--- config.mk ---
export PLATFORM = sky130hd
export DESIGN_NAME = tdm_demux4
export DESIGN_NICKNAME = d
export VERILOG_FILES = /design/src/rtl/tdm_pkg.sv /design/src/rtl/tdm_ch_shreg.sv /design/src/rtl/tdm_demux4.sv
export SDC_FILE = /design/constraint.sdc
export NUM_CORES = 1
export LEC_CHECK = 0
export CAP_MARGIN = 20
export CORE_AREA = 2 2 80 82
export CTS_BUF_LIST = sky130_fd_sc_hd__clkbuf_8
export DETAILED_ROUTE_END_ITERATION = 6
export DIE_AREA = 0 0 82 84
export GPL_TIMING_DRIVEN = 0
export PLACE_DENSITY = 0.78
export SLEW_MARGIN = 5
export SYNTH_ARGS = -nofsm -noshare
export SYNTH_HDL_FRONTEND = slang
export SYNTH_SLANG_ARGS = --single-unit
--- constraint.sdc ---
create_clock -name clk -period 2.1 [get_ports clk]
set_input_delay 0.21 -clock clk [delete_from_list [all_inputs] [get_ports clk]]
set_output_delay 0.21 -clock clk [all_outputs]
set_load 0.01 [all_outputs]
--- src/rtl/tdm_pkg.sv ---
// Shared constants and FSM state encoding for the 4-channel TDM receive path.
package tdm_pkg;
    localparam int NUM_CH = 4;
    localparam int SLOT_W = 2;

    typedef enum logic {
        HUNT   = 1'b0,
        LOCKED = 1'b1
    } state_e;
endpackage

--- src/rtl/tdm_ch_shreg.sv ---
// Per-channel word assembler: writes one serial bit into an indexed position.
module tdm_ch_shreg #(
    parameter int DATA_W = 8,
    parameter int IDX_W  = $clog2(DATA_W)
) (
    input  logic              clk,
    input  logic              rst,
    input  logic              en,
    input  logic              clr,
    input  logic [IDX_W-1:0]  idx,
    input  logic              din,
    output logic [DATA_W-1:0] word
);
    logic [DATA_W-1:0] word_q;
    logic [DATA_W-1:0] word_d;

    // Clear and write may coincide: the write lands on the cleared word.
    always_comb begin
        word_d = clr ? '0 : word_q;
        if (en) begin
            word_d[idx] = din;
        end
    end

    always_ff @(posedge clk) begin
        if (rst) begin
            word_q <= '0;
        end else begin
            word_q <= word_d;
        end
    end

    assign word = word_q;
endmodule

--- src/rtl/tdm_demux4.sv ---
// TDM receiver: locks to the frame-sync marker, routes slot bits to four channel
// words and presents all four together once per multiframe.
// Handshake: a beat is any cycle with DEMUX_in_valid=1; other cycles hold all state.
module tdm_demux4
    import tdm_pkg::*;
#(
    parameter int DATA_W = 8
) (
    input  logic                       clk,
    input  logic                       rst,
    input  logic                       DEMUX_in,
    input  logic                       DEMUX_in_valid,
    input  logic                       DEMUX_sync,
    output logic [NUM_CH*DATA_W-1:0]   DEMUX_out,
    output logic                       DEMUX_out_valid,
    output logic [SLOT_W-1:0]          DEMUX_sel,
    output logic                       locked,
    output logic                       sync_err
);
    localparam int                BCW       = $clog2(DATA_W);
    localparam logic [BCW-1:0]    LAST_BIT  = BCW'(DATA_W - 1);
    localparam logic [BCW-1:0]    BIT_ONE   = BCW'(1);
    localparam logic [SLOT_W-1:0] LAST_SLOT = SLOT_W'(NUM_CH - 1);
    localparam logic [SLOT_W-1:0] SLOT_ONE  = SLOT_W'(1);

    state_e                   state_q, state_d;
    logic [SLOT_W-1:0]        slot_q, slot_d;
    logic [BCW-1:0]           bit_cnt_q, bit_cnt_d;
    logic [NUM_CH*DATA_W-1:0] out_q, out_d;
    logic                     out_valid_q, out_valid_d;
    logic                     sync_err_q, sync_err_d;

    logic [NUM_CH-1:0]        wr_en;
    logic                     wr_clr;
    logic [BCW-1:0]           wr_idx;
    logic [DATA_W-1:0]        ch_word [NUM_CH];

    for (genvar g = 0; g < NUM_CH; g++) begin : g_ch
        tdm_ch_shreg #(.DATA_W(DATA_W), .IDX_W(BCW)) u_shreg (
            .clk  (clk),
            .rst  (rst),
            .en   (wr_en[g]),
            .clr  (wr_clr),
            .idx  (wr_idx),
            .din  (DEMUX_in),
            .word (ch_word[g])
        );
    end

    always_comb begin
        state_d     = state_q;
        slot_d      = slot_q;
        bit_cnt_d   = bit_cnt_q;
        out_d       = out_q;
        out_valid_d = 1'b0;
        sync_err_d  = 1'b0;
        wr_en       = '0;
        wr_clr      = 1'b0;
        wr_idx      = bit_cnt_q;

        if (DEMUX_in_valid) begin
            if (state_q == HUNT || (DEMUX_sync && slot_q != '0)) begin
                // (Re)start a multiframe on this beat as ch0 bit 0.
                if (DEMUX_sync) begin
                    sync_err_d = (state_q == LOCKED);
                    state_d    = LOCKED;
                    wr_clr     = 1'b1;
                    wr_en[0]   = 1'b1;
                    wr_idx     = '0;
                    slot_d     = SLOT_ONE;
                    bit_cnt_d  = '0;
                end
            end else begin
                wr_en[slot_q] = 1'b1;
                slot_d        = slot_q + SLOT_ONE;
                if (slot_q == LAST_SLOT) begin
                    if (bit_cnt_q == LAST_BIT) begin
                        // The final bit is still in flight; splice it into ch3's MSB.
                        bit_cnt_d   = '0;
                        out_valid_d = 1'b1;
                        out_d       = {DEMUX_in, ch_word[3][DATA_W-2:0],
                                       ch_word[2], ch_word[1], ch_word[0]};
                    end else begin
                        bit_cnt_d = bit_cnt_q + BIT_ONE;
                    end
                end
            end
        end
    end

    always_ff @(posedge clk) begin
        if (rst) begin
            state_q     <= HUNT;
            slot_q      <= '0;
            bit_cnt_q   <= '0;
            out_q       <= '0;
            out_valid_q <= 1'b0;
            sync_err_q  <= 1'b0;
        end else begin
            state_q     <= state_d;
            slot_q      <= slot_d;
            bit_cnt_q   <= bit_cnt_d;
            out_q       <= out_d;
            out_valid_q <= out_valid_d;
            sync_err_q  <= sync_err_d;
        end
    end

    assign DEMUX_out       = out_q;
    assign DEMUX_out_valid = out_valid_q;
    assign DEMUX_sel       = slot_q;
    assign locked          = (state_q == LOCKED);
    assign sync_err        = sync_err_q;
endmodule
Word-level counts from Yosys, hierarchy flattened:

Index checks and enable logic that the tools add are counted.

* add/sub/neg operators: 2
* order comparisons: 4
* equality and inequality tests: 3
* multiplexer cells: 31
* bitwise gates (word level): 5
* reductions and logical operators: 12

Operators with widths (number)
* $mux W8: 8
* $bwmux W8: 4
* $mux W3: 7
* $reduce_or A4 Y1: 2
* $mux W1: 7
* $not A1 Y1: 5
* $lt A3 B4 Y1 const B: 1
* $mux W2: 2
* $mux W4: 1
* $reduce_and A2 Y1: 2
* $reduce_and A4 Y1: 1
* $reduce_bool A2 Y1: 2
* $add A3 B1 Y3 const B: 1
* $demux W1 S3: 1
* $eq A3 B3 Y1 const B: 1
* $ge A3 B1 Y1 const B: 1
* $logic_and A1 B1 Y1: 3
* $lt A2 B3 Y1 const B: 1
* $reduce_and A3 Y1: 1
* $add A2 B1 Y2 const B: 1
* $demux W1 S2: 1
* $eq A2 B2 Y1 const B: 1
* $ge A2 B1 Y1 const B: 1
* $ne A2 B2 Y1 const B: 1
* $logic_or A1 B1 Y1: 1

* register bits: 72
* bits of input ports: 5
* output and inout bits: 37
* logic and storage cells: 67

Logic depth before layout (Yosys ltp):

* word-level depth: 11
* mapped depth: 8
* mapped depth without buffers: 5

Hierarchy:

Synthesis repeated with hierarchy kept, for this count alone.

* cells, all modules: 323
* area total of the unflattened synthesis: 3372.0 µm²

By module, submodules not included
* tdm_demux4: times used 1, cells each 187, area an instance 1745.4 µm², sequential area each 800.8 µm²
* tdm_ch_shreg: times used 4, cells each 34, area an instance 406.6 µm², sequential area each 160.2 µm²

Worst setup path after synthesis:

No wires, ideal clock.

* path kind: reg-to-reg
* start point: register slot_q[0] (netlist: DEMUX_sel[0])
* end point: register out_q[0] (netlist: DEMUX_out[0])
* setup time: 119 ps
* data arrival time: 1600 ps
* required time: 1981 ps
* slack: 382 ps
* stages on the path, launching flop included: 9
* buffers on the path: 3
* period minus slack after synthesis: 1718 ps
* cell sequence: dfxtp_1 inv_1 ha_1 nand2b_1 clkbuf_2 and4_1 buf_6 buf_12 mux2i_1

* longest elaborated chain between the ends: 5
* elaborated cells on any way between the ends: 6
* classes of those cells: eq/ne (1); bitwise (1); reduce/logical (4)

RTL lines
* start, declared: line tdm_demux4.sv:27 `logic [SLOT_W-1:0] slot_q, slot_d;`
* start signal, assigned: line tdm_demux4.sv:101 `slot_q <= slot_d;`
* $reduce_bool A2 Y1: line tdm_demux4.sv:62 `if (state_q == HUNT || (DEMUX_sync && slot_q != '0)) begin`
* $logic_and A1 B1 Y1: line tdm_demux4.sv:62
* $logic_or A1 B1 Y1: line tdm_demux4.sv:62
* $not A1 Y1 (no line)
* $reduce_and A4 Y1 (no line) *
* end signal, assigned: line tdm_demux4.sv:103 `out_q <= out_d;`
* end, declared: line tdm_demux4.sv:29 `logic [NUM_CH*DATA_W-1:0] out_q, out_d;`

Every way passes the cells marked *; elsewhere a longest branch is shown, timed or not.
A chain may end at the register's enable or synchronous reset.

Worst setup path after layout:

* start point: register slot_q[0] (netlist: DEMUX_sel[0])
* end point: register g_ch[1].u_shreg.word_q[3]

* longest elaborated chain between the ends: 11
* elaborated cells on any way between the ends: 22
* classes of those cells: order compare (4); mux (13); reduce/logical (5)

RTL lines
* $reduce_bool A2 Y1: line tdm_demux4.sv:62
* $logic_and A1 B1 Y1: line tdm_demux4.sv:62
* $logic_or A1 B1 Y1: line tdm_demux4.sv:62
* $mux W3: line tdm_demux4.sv:62
* $mux W3: line tdm_demux4.sv:61 `if (DEMUX_in_valid) begin`
* $lt A3 B4 Y1 (not written as such) or $ge A3 B1 Y1 (tied branches): line tdm_ch_shreg.sv:21 `word_d[idx] = din;`
* $logic_and A1 B1 Y1 (not written as such): line tdm_ch_shreg.sv:21
* $mux W1 (not written as such): line tdm_ch_shreg.sv:21
* $demux W1 S3
* $bwmux W8: line tdm_ch_shreg.sv:21
* $mux W8 *: line tdm_ch_shreg.sv:20 `if (en) begin`
* end signal, assigned: line tdm_ch_shreg.sv:29 `word_q <= word_d;`
* end, declared: line tdm_ch_shreg.sv:14 `logic [DATA_W-1:0] word_q;`

Marked as above.

==> impl_metrics.prom <==
# TYPE chip_impl_metric gauge
chip_impl_info{name="timing.hold.worst.class",value="register to register"} 1
chip_impl_metric{name="power_switching",unit="W"} 0.000652
chip_impl_metric{name="dpl-instance-area",unit="µm²"} 3850
chip_impl_metric{name="power_per_cell_area",unit="nW/µm²"} 657
chip_impl_metric{name="worst-r2r-setup-slack",unit="ps"} 180
chip_impl_info{name="grt_most_used_layer",value="met2"} 1
chip_impl_metric{name="port_buffers",unit=""} 41
chip_impl_metric{name="synth_top_area_share",unit="%"} 42.6
chip_impl_metric{name="finish.instance_area",unit="µm²"} 4050
chip_impl_metric{name="synth.net_count",unit=""} 366
chip_impl_metric{name="num_antenna_cells",unit=""} 0
chip_impl_metric{name="die-area",unit="µm²"} 6890
chip_impl_metric{name="syn-mean-instance-area",unit="µm²"} 9.41
chip_impl_metric{name="ys_seq_area_share",unit="%"} 42.6
chip_impl_metric{name="p_leak",unit="nW"} 1.51
chip_impl_metric{name="timing.critical_path.slowest_cell_delay",unit="ps"} 410
chip_impl_metric{name="design.final.nets",unit=""} 418
chip_impl_metric{name="post-layout-total-power",unit="W"} 0.00266
chip_impl_metric{name="share_clk_of_total_power",unit="%"} 42.6
chip_impl_metric{name="wirelength",unit="µm"} 7690
chip_impl_info{name="critPathCapture",value="g_ch[1].u_shreg.word[3]"} 1
chip_impl_info{name="synth.area.top_cells",value="dfxtp_1, mux2i_1, nand2_1"} 1
chip_impl_metric{name="final_antenna_net_count",unit=""} 0
chip_impl_metric{name="core",unit="µm²"} 6100
chip_impl_metric{name="met1_usage",unit="%"} 31.5
chip_impl_metric{name="antenna_found_initial",unit=""} 0
chip_impl_metric{name="worst-r2r-cell-count",unit=""} 7
chip_impl_metric{name="syn-instance-count",unit=""} 355
chip_impl_info{name="layout.cells.most_common_list",value="dfxtp_1, nand2_1, mux2i_1"} 1
chip_impl_metric{name="synth_async_sr_flop_share",unit="%"} 0
chip_impl_info{name="cp-start-kind",value="register"} 1
chip_impl_info{name="category_of_the_most_critical_setup_path",value="register to register"} 1
chip_impl_metric{name="routed_via_density",unit=""} 5.73
chip_impl_metric{name="synth-edff-count",unit=""} 0
chip_impl_metric{name="power_report.internal_total",unit="W"} 0.00201
chip_impl_metric{name="drv_cap",unit=""} 0
chip_impl_metric{name="grt_overflow_total",unit=""} 0
chip_impl_metric{name="die_height",unit="µm"} 84
chip_impl_metric{name="clk_pin_slew_worst_paths",unit="ps"} 80
chip_impl_metric{name="grt_pass1_vias",unit=""} 2722
chip_impl_metric{name="worst_clock_skew",unit="ps"} 10.8
chip_impl_metric{name="synthesis.area",unit="µm²"} 3340
chip_impl_metric{name="clkSinkCount",unit=""} 71
chip_impl_metric{name="crit_path_max_fanout",unit=""} 10
chip_impl_metric{name="cts_buffer_depth",unit=""} 2
chip_impl_metric{name="period_minus_slack",unit="ps"} 1920
chip_impl_info{name="clockRootBuffer",value="clkbuf_8"} 1
chip_impl_metric{name="power.share.sequential",unit="%"} 50.9
chip_impl_info{name="cts_tree",value="built"} 1
chip_impl_info{name="setup.worst_path.start",value="DEMUX_sel[0]"} 1
chip_impl_info{name="timing.rr.end",value="g_ch[1].u_shreg.word[3]"} 1
chip_impl_metric{name="timing.final.max_slew_violations",unit=""} 0
chip_impl_info{name="synth_area_leader",value="dfxtp_1"} 1
chip_impl_metric{name="wl_per_cell",unit="µm"} 15.7
chip_impl_metric{name="power_frac_comb",unit="%"} 6.5
chip_impl_metric{name="first_pass_grt_wire_length",unit="µm"} 13000
chip_impl_metric{name="die_width",unit="µm"} 82
chip_impl_metric{name="critPathRequiredTime",unit="ps"} 2320
chip_impl_metric{name="globalRouteMet3Util",unit="%"} 4.65
chip_impl_info{name="worst_r2r_startpoint",value="DEMUX_sel[0]"} 1
chip_impl_metric{name="layout-drive-gt1-share",unit="%"} 9.22
chip_impl_info{name="worst_path_max_delay_cell",value="dfxtp_1"} 1
chip_impl_metric{name="postCtsResizedCells",unit=""} 0
chip_impl_info{name="layout.cells.most_common",value="dfxtp_1"} 1
chip_impl_metric{name="fp_rows",unit=""} 29
chip_impl_metric{name="routed-via-count",unit=""} 2802
chip_impl_metric{name="grt_max_degree",unit=""} 13
chip_impl_metric{name="measured_slew_at_the_worst_slew_check_pin",unit="ps"} 660
chip_impl_metric{name="max-vdd-ir-drop",unit="mV"} 0.438
chip_impl_metric{name="synth.lib_cells_used.distinct",unit=""} 38
chip_impl_metric{name="worstSkewPairLatency",unit="ps"} 350
chip_impl_metric{name="drt-initial-drc-count",unit=""} 224
chip_impl_metric{name="synthesis_stage_register_bit_count",unit=""} 71
chip_impl_metric{name="gp_congestion",unit=""} 0.882
chip_impl_metric{name="fin_crit_sh",unit="%"} 91.6
chip_impl_metric{name="ioPinCount",unit=""} 42
chip_impl_metric{name="starting_density",unit="%"} 54.8
chip_impl_metric{name="place_hpwl",unit="µm"} 5460
chip_impl_metric{name="drt-pass1-iter-count",unit=""} 5
chip_impl_metric{name="fillers",unit=""} 510
chip_impl_metric{name="met2_usage",unit="%"} 38.4
chip_impl_metric{name="finalSetupViolCount",unit=""} 0
chip_impl_metric{name="critical_path_arrival",unit="ps"} 2140
chip_impl_metric{name="synth_warnings",unit=""} 0
chip_impl_metric{name="fin_util",unit="%"} 66.5
chip_impl_info{name="path_cells",value="inv_1 -> ha_1 -> a21bo_1 -> buf_2 -> o211ai_4 -> buf_4 -> mux2i_1"} 1
chip_impl_info{name="worstSetupEndpointType",value="register"} 1
chip_impl_metric{name="final.setup.tns",unit="ps"} 0
chip_impl_metric{name="hold_viol",unit=""} 0
chip_impl_metric{name="relSlewSlack",unit="%"} 55.9
chip_impl_metric{name="numCtsBuffers",unit=""} 9
chip_impl_metric{name="global_route.usage.total",unit="%"} 24.4
chip_impl_metric{name="holdBufCountCts",unit=""} 0
chip_impl_metric{name="max_frequency",unit="MHz"} 520
chip_impl_info{name="rsz0062_at_grt",value="no"} 1
chip_impl_metric{name="post-cts-setup-buffer-count",unit=""} 0
chip_impl_info{name="outcome",value="complete, no violations"} 1
chip_impl_metric{name="flow.area_growth_from_synthesis",unit="%"} 21.4
chip_impl_info{name="synth-main-ff-cell",value="dfxtp_1"} 1
chip_impl_metric{name="netSwitchingFraction",unit="%"} 24.5
chip_impl_metric{name="htreeDepth",unit=""} 3
chip_impl_metric{name="drt_drc_violations_left",unit=""} 0
[routing by layer]
layer	wire [µm]	vias to the layer above	share of wire [%]
met4	84	0	1.1
met1	3450	1338	45
li1	-	1382	-
met5	0	-	0
met2	3780	74	49
met3	365	8	4.7
[how the worst min path moves through the flow]
stage | startpoint | end | slack (ps) | cells past startpoint
floorplan | DEMUX_in | DEMUX_out[31] | 350 | 2
global placement | DEMUX_out[13] | DEMUX_out[13] | 440 | 2
detailed placement | DEMUX_out[10] | DEMUX_out[10] | 450 | 2
CTS | DEMUX_out[15] | DEMUX_out[15] | 460 | 2
global route | DEMUX_out[21] | DEMUX_out[21] | 470 | 2
finish | DEMUX_out[15] | DEMUX_out[15] | 460 | 2
[per-stage QoR]
stage	instances	hold slack, ps	worst slack [ps]
floorplan	355	352	382
global placement	473	441	96.7
detailed placement	473	445	15.5
CTS	489	460	234
global route	489	472	128
finish	489	456	177
[worst max-delay path: cells and delay by family (launching register included)]
family                     cells  cell delay [ps]
AOI/OAI and AO/OA              2              510
adders and majority gates      1              250
buffers and inverters          3              530
DFF                            1              410
muxes                          1              100
[kinds of logic after synthesis]
group                    share of synthesized area [%]
multiplexers                                      17.7
AO/OA/AOI/OAI                                     11.3
flip-flops                                        42.6
buffers and inverters                             7.94
AND/OR/NAND/NOR                                   18.2
adder cells (fa/ha/maj)                           2.25
[Yosys cell counts (2+ instances only)]
| master | instances |
|---|---|
| mux2i_1 | 58 |
| clkbuf_1 | 17 |
| buf_6 | 2 |
| o21bai_1 | 3 |
| nor4_1 | 4 |
| buf_12 | 3 |
| o21ai_0 | 4 |
| nand2b_1 | 5 |
| buf_2 | 9 |
| clkbuf_2 | 2 |
| o211ai_1 | 27 |
| a21oi_1 | 3 |
| o32ai_1 | 6 |
| nor3b_1 | 4 |
| nand3_1 | 9 |
| nand4_1 | 24 |
| nor2b_1 | 3 |
| dfxtp_1 | 71 |
| nand2_1 | 62 |
| and3b_1 | 3 |
| nor2_1 | 3 |
| inv_1 | 11 |
| buf_4 | 2 |
| ha_1 | 6 |
[layout make-up]
type | count | area, µm² | share of cell area [%]
Timing Repair Buffer | 41 | 410 | 10.1
Multi-Input combinational cell | 236 | 1650 | 40.8
Buffer | 36 | 220 | 5.43
Tap cell | 77 | 96.3 | 2.38
Inverter | 12 | 45.0 | 1.11
Sequential cell | 71 | 1420 | 35.1
Clock inverter | 5 | 56.3 | 1.39
Clock buffer | 11 | 151 | 3.73
[flip-flops by register name, indices dropped and copies added, names as in the netlist]
| signal | count |
|---|---|
| bit_cnt_q | 3 |
| DEMUX_sel | 2 |
| g_ch.u_shreg.word | 31 |
| sync_err | 1 |
| DEMUX_out | 32 |
| DEMUX_out_valid | 1 |
| locked | 1 |
[power groups by stage]
| stage | Clock [W] | Sequential (W) | Combinational (W) |
|---|---|---|---|
| floorplan | 0 | 0.00139 | 0.000113 |
| finish | 0.00113 | 0.00136 | 0.000174 |
| detailed placement | 0 | 0.00139 | 0.000171 |
| global placement | 0 | 0.00139 | 0.000166 |
| CTS | 0.00114 | 0.00136 | 0.000171 |
| global route | 0.00120 | 0.00136 | 0.000190 |
No activity file was read; power rests on OpenSTA's default activity.
